--- config.mk ---
export PLATFORM = sky130hd
export DESIGN_NAME = vblank_update_scheduler
export DESIGN_NICKNAME = d
export VERILOG_FILES = /design/src/rtl/vga_timing_pkg.sv /design/src/rtl/vblank_update_scheduler_rr_pick.sv /design/src/rtl/vblank_update_scheduler.sv
export SDC_FILE = /design/constraint.sdc
export NUM_CORES = 1
export LEC_CHECK = 0
export CAP_MARGIN = 0
export CORE_MARGIN = 5
export CORE_UTILIZATION = 29
export DETAILED_ROUTE_END_ITERATION = 8
export GPL_TIMING_DRIVEN = 0
export PLACE_DENSITY = 0.6
export SYNTH_ARGS = -nofsm -noshare
export SYNTH_HDL_FRONTEND = slang
export SYNTH_HIERARCHICAL = 1
export SYNTH_SLANG_ARGS = --single-unit
--- constraint.sdc ---
create_clock -name CLK -period 6.3 [get_ports CLK]
set_input_delay 1.26 -clock CLK [delete_from_list [all_inputs] [get_ports CLK]]
set_output_delay 1.26 -clock CLK [all_outputs]
set_load 0.02 [all_outputs]
--- src/rtl/vga_timing_pkg.sv ---
`default_nettype none
// ============================================================================
//  Module  : vga_timing_pkg
//  Purpose : Line constants for the 800x600 SVGA frame, shared by the timing
//            generator, the game logic and the vblank update scheduler.
//            Also holds the update-scheduler FSM state encoding.
//  Ports   : none (package)
//  Rev     : 1.0  initial release
// ============================================================================
package vga_timing_pkg;

    // First line that is not visible; vertical blanking starts here.
    localparam logic [9:0] VISIBLE_LINES = 10'd600;
    // Total lines per frame, including blanking.
    localparam logic [9:0] FRAME_LINES   = 10'd628;

    typedef enum logic [1:0] {
        WAIT    = 2'd0,
        PICK    = 2'd1,
        GRANTED = 2'd2
    } state_t;

endpackage : vga_timing_pkg
`default_nettype wire

--- src/rtl/vblank_update_scheduler_rr_pick.sv ---
`default_nettype none
// ============================================================================
//  Module  : rr_pick
//  Purpose : Combinational round-robin priority finder. Returns the first set
//            bit of elig, searching ptr, ptr+1, ... wrapping modulo N.
//  Ports   : elig  [N-1:0]      candidate mask
//            ptr   [PTR_W-1:0]  search start index (must be < N)
//            valid              at least one candidate present
//            index [PTR_W-1:0]  index of the chosen candidate
//  Rev     : 1.0  initial release
// ============================================================================
module rr_pick #(
    parameter int N     = 4,
    parameter int PTR_W = (N > 1) ? $clog2(N) : 1
) (
    input  logic [N-1:0]     elig,
    input  logic [PTR_W-1:0] ptr,
    output logic             valid,
    output logic [PTR_W-1:0] index
);

    logic [PTR_W-1:0] w_idx;

    // Walk the offsets from farthest to nearest so the nearest hit to ptr is
    // the last assignment and therefore wins.
    always_comb begin
        valid = 1'b0;
        index = '0;
        w_idx = '0;
        for (int i = N - 1; i >= 0; i--) begin
            w_idx = PTR_W'((int'(ptr) + i) % N);
            if (elig[w_idx]) begin
                valid = 1'b1;
                index = w_idx;
            end
        end
    end

endmodule : rr_pick
`default_nettype wire

--- src/rtl/vblank_update_scheduler.sv ---
`default_nettype none
// ============================================================================
//  Module  : vblank_update_scheduler
//  Purpose : Opens an update window once per frame during vertical blanking
//            and grants exclusive update access to up to NUM_REQ requesters,
//            round-robin, at most once each per window.
//  Ports   : CLK          pixel clock (40 MHz)
//            RESET        synchronous active-high reset
//            Y_PIXEL[9:0] current line from the SVGA timing generator
//            REQ[N-1:0]   level update requests
//            DONE[N-1:0]  one-cycle completion pulse from the grantee
//            GRANT[N-1:0] registered one-hot (or zero) grant
//            WINDOW_OPEN  registered, high while the FSM is not in WAIT
//            OVERRUN      one-cycle pulse when window close revokes a grant
//            FRAME_COUNT  number of window openings, wraps at 16 bits
//  Rev     : 1.0  initial release
// ============================================================================
module vblank_update_scheduler #(
    parameter int         NUM_REQ       = 4,
    parameter logic [9:0] VISIBLE_LINES = vga_timing_pkg::VISIBLE_LINES,
    parameter logic [9:0] FRAME_LINES   = vga_timing_pkg::FRAME_LINES,
    parameter logic [9:0] GUARD_LINES   = 10'd2
) (
    input  logic               CLK,
    input  logic               RESET,
    input  logic [9:0]         Y_PIXEL,
    input  logic [NUM_REQ-1:0] REQ,
    input  logic [NUM_REQ-1:0] DONE,
    output logic [NUM_REQ-1:0] GRANT,
    output logic               WINDOW_OPEN,
    output logic               OVERRUN,
    output logic [15:0]        FRAME_COUNT
);

    import vga_timing_pkg::*;

    localparam int               PTR_W        = $clog2(NUM_REQ);
    localparam logic [9:0]       c_CLOSE_LINE = FRAME_LINES - GUARD_LINES;
    localparam logic [NUM_REQ-1:0] c_ONE      = {{(NUM_REQ-1){1'b0}}, 1'b1};
    localparam logic [PTR_W-1:0] c_LAST_IDX   = PTR_W'(NUM_REQ - 1);

    state_t             r_state;
    logic               r_open_q;
    logic [NUM_REQ-1:0] r_served;
    logic [NUM_REQ-1:0] r_grant;
    logic [PTR_W-1:0]   r_ptr;
    logic [PTR_W-1:0]   r_cur;
    logic               r_window_open;
    logic               r_overrun;
    logic [15:0]        r_frame_count;

    logic               w_in_win;
    logic               w_open_edge;
    logic [NUM_REQ-1:0] w_elig;
    logic               w_pick_valid;
    logic [PTR_W-1:0]   w_pick_idx;
    logic [PTR_W-1:0]   w_next_ptr;

    assign w_in_win    = (Y_PIXEL >= VISIBLE_LINES) && (Y_PIXEL < c_CLOSE_LINE);
    // r_open_q resets high so a reset taken inside the window cannot fake a
    // rising edge; the scheduler then waits for the next frame's window.
    assign w_open_edge = w_in_win & ~r_open_q;
    assign w_elig      = REQ & ~r_served;
    assign w_next_ptr  = (r_cur == c_LAST_IDX) ? '0 : r_cur + 1'b1;

    rr_pick #(
        .N     (NUM_REQ),
        .PTR_W (PTR_W)
    ) u_rr_pick (
        .elig  (w_elig),
        .ptr   (r_ptr),
        .valid (w_pick_valid),
        .index (w_pick_idx)
    );

    // WINDOW_OPEN is assigned in every branch as (next state != WAIT).
    always_ff @(posedge CLK) begin
        if (RESET) begin
            r_state       <= WAIT;
            r_open_q      <= 1'b1;
            r_served      <= '0;
            r_grant       <= '0;
            r_ptr         <= '0;
            r_cur         <= '0;
            r_window_open <= 1'b0;
            r_overrun     <= 1'b0;
            r_frame_count <= 16'd0;
        end else begin
            r_open_q  <= w_in_win;
            r_overrun <= 1'b0;
            case (r_state)
                WAIT: begin
                    if (w_open_edge) begin
                        r_served      <= '0;
                        r_frame_count <= r_frame_count + 16'd1;
                        r_state       <= PICK;
                        r_window_open <= 1'b1;
                    end else begin
                        r_window_open <= 1'b0;
                    end
                end
                PICK: begin
                    if (!w_in_win) begin
                        r_state       <= WAIT;
                        r_window_open <= 1'b0;
                    end else begin
                        r_window_open <= 1'b1;
                        if (w_pick_valid) begin
                            r_grant <= c_ONE << w_pick_idx;
                            r_cur   <= w_pick_idx;
                            r_state <= GRANTED;
                        end
                    end
                end
                GRANTED: begin
                    // Completion takes priority over window close.
                    if (DONE[r_cur]) begin
                        r_grant         <= '0;
                        r_served[r_cur] <= 1'b1;
                        r_ptr           <= w_next_ptr;
                        if (w_in_win) begin
                            r_state       <= PICK;
                            r_window_open <= 1'b1;
                        end else begin
                            r_state       <= WAIT;
                            r_window_open <= 1'b0;
                        end
                    end else if (!w_in_win) begin
                        r_grant         <= '0;
                        r_overrun       <= 1'b1;
                        r_served[r_cur] <= 1'b1;
                        r_ptr           <= w_next_ptr;
                        r_state         <= WAIT;
                        r_window_open   <= 1'b0;
                    end else begin
                        r_window_open <= 1'b1;
                    end
                end
                default: begin
                    r_state       <= WAIT;
                    r_grant       <= '0;
                    r_window_open <= 1'b0;
                end
            endcase
        end
    end

    assign GRANT       = r_grant;
    assign WINDOW_OPEN = r_window_open;
    assign OVERRUN     = r_overrun;
    assign FRAME_COUNT = r_frame_count;

endmodule : vblank_update_scheduler
`default_nettype wire

==> flow_summary_export.csv <==
group,metric,value,unit
clocking,clk_latency,280,ps
setup_path,critPathMaxStageDelay,610,ps
hold_path,holdCritStartpoint,"r_served[1]$_SDFFE_PP0P_",
sta,clock_skew,7.42,ps
sta,maxSlewViolCount,0,
synth,synth_top_cells_by_count,"dfxtp_1, nor2_1, nand2_1",
synth,synthSimpleGateAreaFrac,31.2,%
synth,synth_top_family_by_area,"simple AND/OR/NAND/NOR gates",
setup_path,r2r_slack,4120,ps
clocking,h-tree-depth,2,
sta,worst_slack,3100,ps
drt,detail_route.iter0.violations,72,
setup_path,timing.rr.end,"GRANT[0]$_SDFFE_PP0P_",
sta,worst_pin_slew,653,ps
sta,rsz0062_at_grt,"false",
clocking,root_buffer,"clkbuf_8",
place,gp_congestion,0.793,
synth,ys_top_cells_by_area,"dfxtp_1, ha_1, mux2i_1, nor2_1, nand2_1",
setup_path,cp-start-kind,"primary input",
flow_run,cap_viol_max_count,0,
power_and_ir_drop,ir_worst_vdd,0.119,mV
sta,hold_slack,460,ps
drt,via_per_inst,4.81,
sta,fin_crit,3200,ps
clocking,post_cts_buffers,0,
clocking,numCtsBuffers,5,
synth,syn_area,1870,sq um
synth,synthFlopType,"dfxtp_1",
place,dpl.hpwl,3210,microns
drt,wl,4300,microns
synth,synth_compound_gate_area_share,11.7,%
clocking,path_clk_slew,70,ps
die,fp.coreArea,6310,sq um
sta,setup_violations,0,
setup_path,worst-r2r-cell-count,7,
setup_path,cp.arrival,3370,ps
clocking,ctsResizeCount,0,
die,die-area,8140,sq um
synth,synth.most_common_cell,"dfxtp_1",
synth,synth_xor_area_share,5.16,%
setup_path,crit_chain,"clkdlybuf4s50_1, o311a_4, o41ai_1, o21ai_2, a31oi_2, mux2_4",
drt,drc,0,
clocking,cts_tree,"done",
synth,synth_top_area_share,35.4,%
cells_and_area,n_antenna_cell,0,
die,die_width,90.2,microns
sta,setup-tns-final,0,ps
global_route,grt_use_total,11.0,%
synth,syn_nets,236,
hold_path,whs_path_depth,2,
sta,timing.fmax,0.312,GHz
cells_and_area,fill_cells,658,
setup_path,worstPathMaxFanout,4,
cells_and_area,layout.nets,283,
global_route,overflow,0,
synth,ys_async_sr_fraction,0,%
cells_and_area,area_growth,32.1,%
die,start_util,29.5,%
synth,seq_area_frac_synth,35.4,%
setup_path,cp_top_family,"compound AO/OA/AOI/OAI gates",
place,dpl_cell_area,2360,sq um
setup_path,required,6470,ps
cells_and_area,ff_latch_area,661,sq um
place,place_ws,2860,ps
synth,synth.largest_area_cell,"dfxtp_1",
drt,wl_per_cell,12.9,microns
synth,muxShareOfSynthArea,7.51,%
synth,netlist_instances,207,
synth,ys_types,46,
die,pin_count,42,
die,rows,29,
hold_path,holdPathEnd,"r_served[1]$_SDFFE_PP0P_",
synth,synth_edf_count,0,
drt,vias,1596,
setup_path,endpoint_kind,"flip-flop",
setup_path,crit_path_top_delay_cell,"o41ai_1",
setup_path,worstSetupPathType,"in -> reg",
cells_and_area,drive_gt1_share,11.8,%
power_and_ir_drop,leakage,0.000853,uW
global_route,grt_pass1_vias,1619,
cells_and_area,multi_input_comb_area,1150,sq um
cells_and_area,final_cell_area,2460,sq um
setup_path,r2r_start,"r_state[0]$_SDFFE_PP0P_",
global_route,antenna_found_initial,0,
global_route,grt_start_max_net_pins,11,
sta,slew_headroom,56.3,%
synth,synth_seq_cells,33,
synth,syn_area_per_cell,9.01,sq um
clocking,cts.path.max_buffers,2,
clocking,ctsHoldBuffers,0,
synth,yosys_warnings,6,
die,dieHeight,90.2,microns
place,io_buffers,40,
hold_path,hold_class,"reg -> reg",
synth,synth_adder_area_share,6.04,%
setup_path,worst-path-buf-inv,1,
clocking,clock-sinks,33,
sta,hold_viol,0,
sta,post-route-period-util,50.8,%
status,status,"completed",
global_route,grt_pass1_wl,7530,microns
drt,antenna_left,0,
power_and_ir_drop,powerDensity,185,nW/um^2
drt,first_pass_iters,4,
[how the worst max path moves through the flow]
stage	start	end	slack, ps	cells after the start
2_1_floorplan	Y_PIXEL[1]	r_state[0]$_SDFFE_PP0P_	3460	5
3_3_place_gp	Y_PIXEL[1]	r_state[0]$_SDFFE_PP0P_	2840	6
3_5_place_dp	Y_PIXEL[1]	r_state[0]$_SDFFE_PP0P_	2860	6
4_1_cts	Y_PIXEL[1]	r_state[0]$_SDFFE_PP0P_	3160	6
5_1_grt	Y_PIXEL[1]	r_served[2]$_SDFFE_PP0P_	2990	6
6_report	Y_PIXEL[1]	r_state[0]$_SDFFE_PP0P_	3100	6
[worst register-to-register path, stage by stage (launching register included)]
cell	delay (ps)
dfxtp_1	370
inv_1	90
ha_1	280
and2_1	190
a22oi_1	350
nor2_2	90
a211oi_4	370
mux2_4	330
[where the power goes]
| group | internal, uW | switching (uW) |
|---|---|---|
| logic | 30.6 | 37.0 |
| registers | 211 | 1.91 |
| clock network | 98.7 | 77.4 |
[kinds of logic (layout without fill, tap and decap cells)]
family | after synthesis | in the layout
buffers and inverters | 13 | 61
adder cells (fa/ha/maj) | 9 | 9
flip-flops | 33 | 33
AND/OR/NAND/NOR | 99 | 99
multiplexers | 13 | 13
XOR/XNOR | 11 | 11
AO/OA/AOI/OAI | 29 | 29
[sequential cells by signal, indices dropped and copies added, names as in the netlist]
| name | count |
|---|---|
| FRAME_COUNT | 16 |
| GRANT | 4 |
| OVERRUN | 1 |
| WINDOW_OPEN | 1 |
| r_cur | 2 |
| r_open_q | 1 |
| r_ptr | 2 |
| r_served | 4 |
| r_state | 2 |
[layout make-up]
type	instances	area share, %
Buffer	6	1.22
Clock buffer	7	3.91
Clock inverter	1	0.203
Inverter	7	1.07
Multi-Input combinational cell	161	46.6
Sequential cell	33	26.8
Tap cell	77	3.91
Timing Repair Buffer	40	16.3
[layout by cell type, fill, tap and decap left out, drive strengths merged, types with 4 or more instances in the layout]
cell,Yosys,layout
mux2i,11,11
xor2,6,6
o21ai,11,11
and3,4,4
or3,6,6
inv,7,7
ha,9,9
nand4,7,7
clkdlybuf4s50,0,40
xnor2,5,5
nor2b,7,7
nor2,24,24
nand2,19,19
dfxtp,33,33
nor3,7,7
nand2b,9,9
a21oi,8,8
nand3,4,4
clkbuf,5,12
[stage by stage]
stage          util [%]  cells  power (uW)
5_1_grt            39.0    332         483
2_1_floorplan         -    207         262
3_5_place_dp       37.4    324         285
4_1_cts            39.0    332         465
3_3_place_gp       37.4    324         284
6_report           39.0    332         457
[layer usage]
layer | part of all wire (%) | wire length (microns) | track usage [%]
met5 | 0 | 0 | 0
met4 | 0.93 | 40 | 3.72
met3 | 3.9 | 169 | 3.42
met2 | 47 | 2010 | 17.6
met1 | 48 | 2080 | 14.1
No activity file was read; power rests on OpenSTA's default activity.
